==> src/rtl/switch_debounce_if.sv <==
// Switch bundle between the raw switch inputs and the debounced lamp-logic outputs.
interface switch_debounce_if;
  logic [2:0] sw_raw;
  logic [2:0] sw_clean;
  logic [2:0] sw_rise;
  logic [2:0] sw_fall;
  logic       any_chg;

  modport master (output sw_raw, input sw_clean, input sw_rise, input sw_fall, input any_chg);
  modport slave  (input sw_raw, output sw_clean, output sw_rise, output sw_fall, output any_chg);
endinterface

==> src/rtl/switch_debounce.sv <==
// Three independent switch debouncers: 2-flop synchronizer, mismatch counter,
// registered level plus one-cycle rise/fall pulses.
module switch_debounce #(
  parameter int unsigned DEB_CYCLES = 1000000
) (
  input  logic             clk,
  input  logic             rst_n,
  switch_debounce_if.slave sw
);

  localparam int unsigned    CNT_W   = $clog2(DEB_CYCLES);
  localparam logic [CNT_W-1:0] CNT_MAX = CNT_W'(DEB_CYCLES - 1);

  logic [2:0] rise_all_d;
  logic [2:0] fall_all_d;
  logic       any_chg_q;
  logic       any_chg_d;

  for (genvar gi = 0; gi < 3; gi++) begin : g_ch
    logic             sync1_q, sync1_d;
    logic             sync2_q, sync2_d;
    logic             clean_q, clean_d;
    logic             rise_q, rise_d;
    logic             fall_q, fall_d;
    logic [CNT_W-1:0] cnt_q, cnt_d;

    always_comb begin
      sync1_d = sw.sw_raw[gi];
      sync2_d = sync1_q;
      cnt_d   = cnt_q;
      clean_d = clean_q;
      rise_d  = 1'b0;
      fall_d  = 1'b0;
      if (sync2_q == clean_q) begin
        cnt_d = '0;
      end else if (cnt_q == CNT_MAX) begin
        // Last of DEB_CYCLES consecutive mismatches: accept the new level.
        clean_d = sync2_q;
        cnt_d   = '0;
        rise_d  = sync2_q;
        fall_d  = ~sync2_q;
      end else begin
        cnt_d = cnt_q + CNT_W'(1);
      end
    end

    always_ff @(posedge clk or negedge rst_n) begin
      if (!rst_n) begin
        sync1_q <= 1'b0;
        sync2_q <= 1'b0;
        clean_q <= 1'b0;
        rise_q  <= 1'b0;
        fall_q  <= 1'b0;
        cnt_q   <= '0;
      end else begin
        sync1_q <= sync1_d;
        sync2_q <= sync2_d;
        clean_q <= clean_d;
        rise_q  <= rise_d;
        fall_q  <= fall_d;
        cnt_q   <= cnt_d;
      end
    end

    assign rise_all_d[gi]  = rise_d;
    assign fall_all_d[gi]  = fall_d;
    assign sw.sw_clean[gi] = clean_q;
    assign sw.sw_rise[gi]  = rise_q;
    assign sw.sw_fall[gi]  = fall_q;
  end

  assign any_chg_d = |(rise_all_d | fall_all_d);

  always_ff @(posedge clk or negedge rst_n) begin
    if (!rst_n) begin
      any_chg_q <= 1'b0;
    end else begin
      any_chg_q <= any_chg_d;
    end
  end

  assign sw.any_chg = any_chg_q;

endmodule

==> src/flat_wrapper.sv <==
// flat-port wrapper written by rule: the top's interface ports become plain ports
module switch_debounce_flat 
#(
  parameter int unsigned DEB_CYCLES = 1000000
)
  (clk, rst_n, sw_sw_raw, sw_sw_clean, sw_sw_rise, sw_sw_fall, sw_any_chg);
  switch_debounce_if sw_i ();
  input  logic clk;
  input  logic rst_n;
  input wire logic [$bits(sw_i.sw_raw)-1:0] sw_sw_raw;
  output wire logic [$bits(sw_i.sw_clean)-1:0] sw_sw_clean;
  output wire logic [$bits(sw_i.sw_rise)-1:0] sw_sw_rise;
  output wire logic [$bits(sw_i.sw_fall)-1:0] sw_sw_fall;
  output wire logic [$bits(sw_i.any_chg)-1:0] sw_any_chg;
  assign sw_i.sw_raw = sw_sw_raw;
  assign sw_sw_clean = sw_i.sw_clean;
  assign sw_sw_rise = sw_i.sw_rise;
  assign sw_sw_fall = sw_i.sw_fall;
  assign sw_any_chg = sw_i.any_chg;
  switch_debounce #(.DEB_CYCLES(DEB_CYCLES)) u_core (.clk(clk), .rst_n(rst_n), .sw(sw_i));
endmodule
==> config.mk <==
export PLATFORM = sky130hd
export DESIGN_NAME = switch_debounce_flat
export DESIGN_NICKNAME = d
export VERILOG_FILES = /design/src/rtl/switch_debounce_if.sv /design/src/rtl/switch_debounce.sv /design/src/flat_wrapper.sv
export SDC_FILE = /design/constraint.sdc
export NUM_CORES = 1
export LEC_CHECK = 0
export CORE_MARGIN = 4
export CORE_UTILIZATION = 40
export CTS_CLUSTER_SIZE = 24
export DETAILED_ROUTE_END_ITERATION = 7
export MAX_ROUTING_LAYER = met4
export SYNTH_ARGS = -nofsm -noshare
export SYNTH_HDL_FRONTEND = slang
export SYNTH_SLANG_ARGS = --single-unit
==> constraint.sdc <==
create_clock -name clk -period 3 [get_ports clk]
set_input_delay 0.6 -clock clk [delete_from_list [all_inputs] [get_ports clk]]
set_output_delay 0.6 -clock clk [all_outputs]
set_load 0.02 [all_outputs]
# ---- Word-level counts from Yosys, hierarchy flattened
# Cells that the tools add are included.
dict set report word_totals {
  regBits 76
  input_bits 5
  output_inout_bits 10
  elab_cells 57
}
dict set report classes {
  add_sub_neg 3
  eq_ne 6
  n_mux 18
  bitwise_logic 7
  n_reduce_logical 4
}
# op count
set ops {}
lappend ops {{20-bit two-way mux} 6}
lappend ops {{20-bit by 1-bit adder with 20-bit output, second input constant} 3}
lappend ops {{20-bit == test, second input constant} 3}
lappend ops {{1-bit two-way mux} 12}
lappend ops {{1-bit inverter} 6}
lappend ops {{2-bit AND reduction} 3}
lappend ops {{1-bit == test} 3}
lappend ops {{3-bit OR} 1}
lappend ops {{3-bit OR reduction} 1}

# ---- Longest topological paths before layout
dict set report depth {
  ltp_word 5
  depth_mapped 6
  ltp_nobuf 5
}

# ---- Least setup slack after synthesis
# Ideal clock, no wire load.
dict set report synth_timing {
  kind {register to register}
  start {reg u_core.g_ch[1].cnt_q[11]}
  end {reg u_core.g_ch[1].clean_q}
  setup_ns 0.125
  t_arrival_ns 1.980
  t_required_ns 2.875
  slack_ns 0.895
  stages_incl_launch_ff 5
  n_path_buf 0
  period_less_slack_ns 2.105
  path_cell_list {dfrtp_1 -> or4_1 -> or4_4 -> or2_4 -> mux2_4}
}
dict set report synth_via {
  elab_chain_len 2
}
# item line_no
set synth_rtl {}
lappend synth_rtl {{start: declaration} switch_debounce.sv:25} ;# logic [CNT_W-1:0] cnt_q, cnt_d;
lappend synth_rtl {{start signal: assignment} switch_debounce.sv:61} ;# cnt_q <= cnt_d;
lappend synth_rtl {{20-bit == test} switch_debounce.sv:36} ;# end else if (cnt_q == CNT_MAX) begin
lappend synth_rtl {{2-bit AND reduction (no line)} n/a}
lappend synth_rtl {{end signal: assignment} switch_debounce.sv:58} ;# clean_q <= clean_d;
lappend synth_rtl {{end: declaration} switch_debounce.sv:22} ;# logic clean_q, clean_d;
# Every way passes these cells.
# A chain may end at the register's enable or synchronous reset.

# ---- Final worst setup path
dict set report layout_timing {
  start {reg u_core.g_ch[1].cnt_q[11]}
  end {reg u_core.g_ch[1].cnt_q[11]}
}
dict set report layout_via {
  elab_chain_len 3
  elab_cells_between_ends 4
  classes_between {add/sub: 1; eq/ne: 1; mux: 2}
}
# item line_no
set layout_rtl {}
lappend layout_rtl {{20-bit by 1-bit adder with 20-bit output / 20-bit == test (equally long branches)} {switch_debounce.sv:43, switch_debounce.sv:36}}
lappend layout_rtl {{20-bit two-way mux (*)} switch_debounce.sv:36}
lappend layout_rtl {{20-bit two-way mux (*)} switch_debounce.sv:34} ;# if (sync2_q == clean_q) begin
lappend layout_rtl {{named net u_core.g_ch[1].cnt_d[11]} switch_debounce.sv:25}
# The timed path passes the listed nets; every way through them passes the cells marked *.

==> impl_metrics.py <==
metrics = {
    "logic_synthesis": {
        "ys_ff_latch": 76,
        "syn_area_sq_um": 3630,
        "synth_fp_nets": 361,
        "synth_edf_count": 0,
        "ys.flop_type": "dfrtp_1",
        "syn_inst": 353,
        "yosysUniqueCellTypes": 41,
        "async_flop_share": 1.00,
        "yosys_warnings": 0,
        "syn_area_per_cell_sq_um": 10.3,
        "ys_seq_area_frac": 0.524,
    },
    "sta": {
        "slew_violations": 0,
        "fmax_mhz": 451,
        "rsz0062_at_grt": "false",
        "setup_viol": 0,
        "fin_crit_sh": 0.739,
        "period_minus_slack_ns": 2.22,
        "max_slew_margin": 0.369,
        "finalHoldViolCount": 0,
        "max_slew.worst_pin.slew_ns": 0.946,
        "clock_skew_ns": 0.00731,
        "final.setup.tns_ns": 0,
    },
    "worst_setup_path": {
        "timing.rr.start": "u_core.g_ch[1].cnt_q[11]$_DFF_PN0_",
        "cp_max_fo": 12,
        "cp-end-kind": "flop",
        "path_class": "reg -> reg",
        "critical_path.startpoint": "u_core.g_ch[1].cnt_q[11]$_DFF_PN0_",
        "arrival_ns": 2.45,
        "critPathTopFamily": "simple AND/OR/NAND/NOR gates",
        "slowest_stage": "or4_4",
        "slowest_delay_ns": 0.56,
        "setup.worst_path.start_class": "flop",
        "path_buf_inv": 1,
        "crit_chain": "or4_1 > or4_4 > o21ai_2 > buf_4 > nor2_1",
        "worstPathRequired_ns": 3.23,
    },
    "placement": {
        "placedCellCount": 460,
        "post-dp-hpwl_mm": 4.46,
        "portBuffers": 14,
        "finalWeightedCongestion": 0.776,
    },
    "routing": {
        "drtIter0Drc": 95,
        "viasPerCell": 5.41,
        "drt-pass1-iter-count": 4,
        "wl_per_cell_um": 14.2,
        "drc": 0,
        "routed_wl_mm": 6.74,
        "drtAntennaViolNets": 0,
        "vias": 2574,
    },
    "clock_tree": {
        "insertion_delay_ns": 0.34,
        "clkSinkCount": 76,
        "clock_path_buffers": 2,
        "cts_buffers": 9,
        "postCtsSetupBuffers": 0,
        "clk_pin_slew_ns": 0.08,
        "cts_max_level": 3,
        "cts_root_buf": "clkbuf_8",
        "cts_tree": "yes",
        "cts-resized-gates": 0,
        "cts_hold_buf": 0,
    },
    "final_layout": {
        "fin_cells": 476,
        "syn_to_final_growth_pct": 11.6,
        "drive_gt1_frac": 0.0815,
        "nNetsFinal": 371,
        "antenna_cells": 0,
    },
    "floorplanning": {
        "rows": 34,
        "coreArea_sq_um": 8760,
        "io-pin-count": 15,
        "die_area_sq_um": 10700,
        "start_util": 0.414,
        "die_y_um": 103,
        "die_w_um": 103,
    },
    "global_route": {
        "grt_pass1_vias": 2521,
        "antenna_found_initial": 0,
        "track_usage": 0.146,
        "grt_max_degree": 77,
        "grt_remaining_overflow": 0,
        "grt_pass1_wl_mm": 11.8,
    },
    "job": {
        "max_cap_viol_count": 0,
    },
    "hold_path": {
        "min_from": "u_core.g_ch[1].sync1_q$_DFF_PN0_",
        "timing.hold.worst.class": "reg -> reg",
    },
    "power_and_ir_drop": {
        "p_comb_frac": 0.031,
        "powerDensity_nw_per_um2": 505,
        "swShare": 0.213,
        "p_leak_nw": 1.62,
        "power_frac_seq": 0.514,
        "p_sw_mw": 0.435,
        "p_int_mw": 1.61,
        "vdd_drop_max_mv": 0.223,
        "clockPowerShare": 0.456,
    },
    "status": {
        "status": "complete, no violations",
    },
}
==> worst paths after layout <==
| check | end | slack (ns) | cells past startpoint |
|---|---|---|---|
| max | u_core.g_ch[1].cnt_q[11]$_DFF_PN0_ | 0.78 | 5 |
| min | u_core.g_ch[1].sync2_q$_DFF_PN0_ | 0.35 | 0 |
| max reg2reg | u_core.g_ch[1].cnt_q[11]$_DFF_PN0_ | 0.78 | 5 |
| min reg2reg | u_core.g_ch[1].sync2_q$_DFF_PN0_ | 0.35 | 0 |
| max in group asynchronous | u_core.g_ch[0].cnt_q[15]$_DFF_PN0_ | 1.98 | 1 |
| min in group asynchronous | u_core.g_ch[0].cnt_q[18]$_DFF_PN0_ | 0.39 | 1 |
==> power groups by stage <==
stage | sequential (mW) | clock (mW) | combinational, mW
global placement | 1.07 | 0 | 0.0653
global route | 1.05 | 1.02 | 0.0729
detailed placement | 1.07 | 0 | 0.0648
floorplan | 1.07 | 0 | 0.0308
finish | 1.05 | 0.933 | 0.0628
CTS | 1.05 | 0.967 | 0.0653
==> cell usage in the layout (no fill, tap or decap), drive strengths merged, types with 9 or more instances in the layout <==
cell,n
nand2,12
xor2,17
nand4,16
nand3,23
clkdlybuf4s50,13
xnor2,22
nor2,45
nor4,9
dfrtp,76
clkbuf,10
a21oi,18
and3,10
inv,10
or3,12
o21ai,13
or4,11
==> registers in the layout, summed over array words and instances, names as in the netlist <==
register and count:
u_core.g_ch.rise_q 3, u_core.g_ch.clean_q 3, u_core.g_ch.fall_q 3, u_core.g_ch.cnt_q 60, u_core.g_ch.sync2_q 3, u_core.g_ch.sync1_q 3
u_core.sw.any_chg 1
==> logic make-up after synthesis <==
logic type / Yosys count / synth area share
AOI/OAI and AO/OA: 39 / 0.0645
xor gates and xnor gates: 39 / 0.0941
adders and majority gates: 3 / 0.0103
buffers and inverters: 27 / 0.0407
DFF: 76 / 0.524
muxes: 3 / 0.0103
and+or+nand+nor: 166 / 0.256
==> synth_stat cells (all sizes together), types with 5 or more instances <==
library cell,instances,area share
nor4,9,0.016
nor3,5,0.0069
nor3b,6,0.012
clkbuf,6,0.0062
inv,9,0.0093
nor2,45,0.047
a21oi,18,0.025
buf,12,0.025
o31ai,6,0.012
xnor2,22,0.053
and3,10,0.017
or3,12,0.021
dfrtp,76,0.52
nand4,16,0.028
o21ai,13,0.022
or4,11,0.025
xor2,17,0.041
nand3,23,0.032
nand2,12,0.012
==> worst reg2reg max path, cell delays in order, from the launching register on <==
cell     delay (ns)
dfrtp_1        0.43
or4_1          0.51
or4_4          0.56
o21ai_2        0.29
buf_4          0.25
nor2_1         0.07
==> final cells by class <==
type	instances	area [sq um]
well taps	108	135
inverters	9	33.8
clock buffers	10	128
fillers	852	4710
clock inverters	6	111
multi-input cells	250	1580
repair buffers	17	160
flip-flops and latches	76	1900
==> metrics by stage <==
step / worst slack, ns / instance area, sq um / power [mW] / utilization / hold slack, ns
after CTS: 0.779 / 4050 / 2.08 / 0.462 / 0.357
after detailed placement: 0.786 / 3810 / 1.14 / 0.435 / 0.338
after global routing: 0.649 / 4050 / 2.14 / 0.462 / 0.362
after global placement: 0.832 / 3810 / 1.14 / 0.435 / 0.334
after floorplan: 0.895 / 3630 / 1.10 / - / 0.304
final: 0.782 / 4050 / 2.05 / 0.462 / 0.354
==> routing by layer <==
metal	vias to the layer above	wire (um)	track usage	share of wire
li1	1274	-	-	-
met1	1249	3300	0.197	0.49
met2	47	3050	0.212	0.45
met3	4	319	0.0443	0.047
met4	0	71	0.0438	0.011
met5	-	0	-	0
No activity file was read; power rests on OpenSTA's default activity.
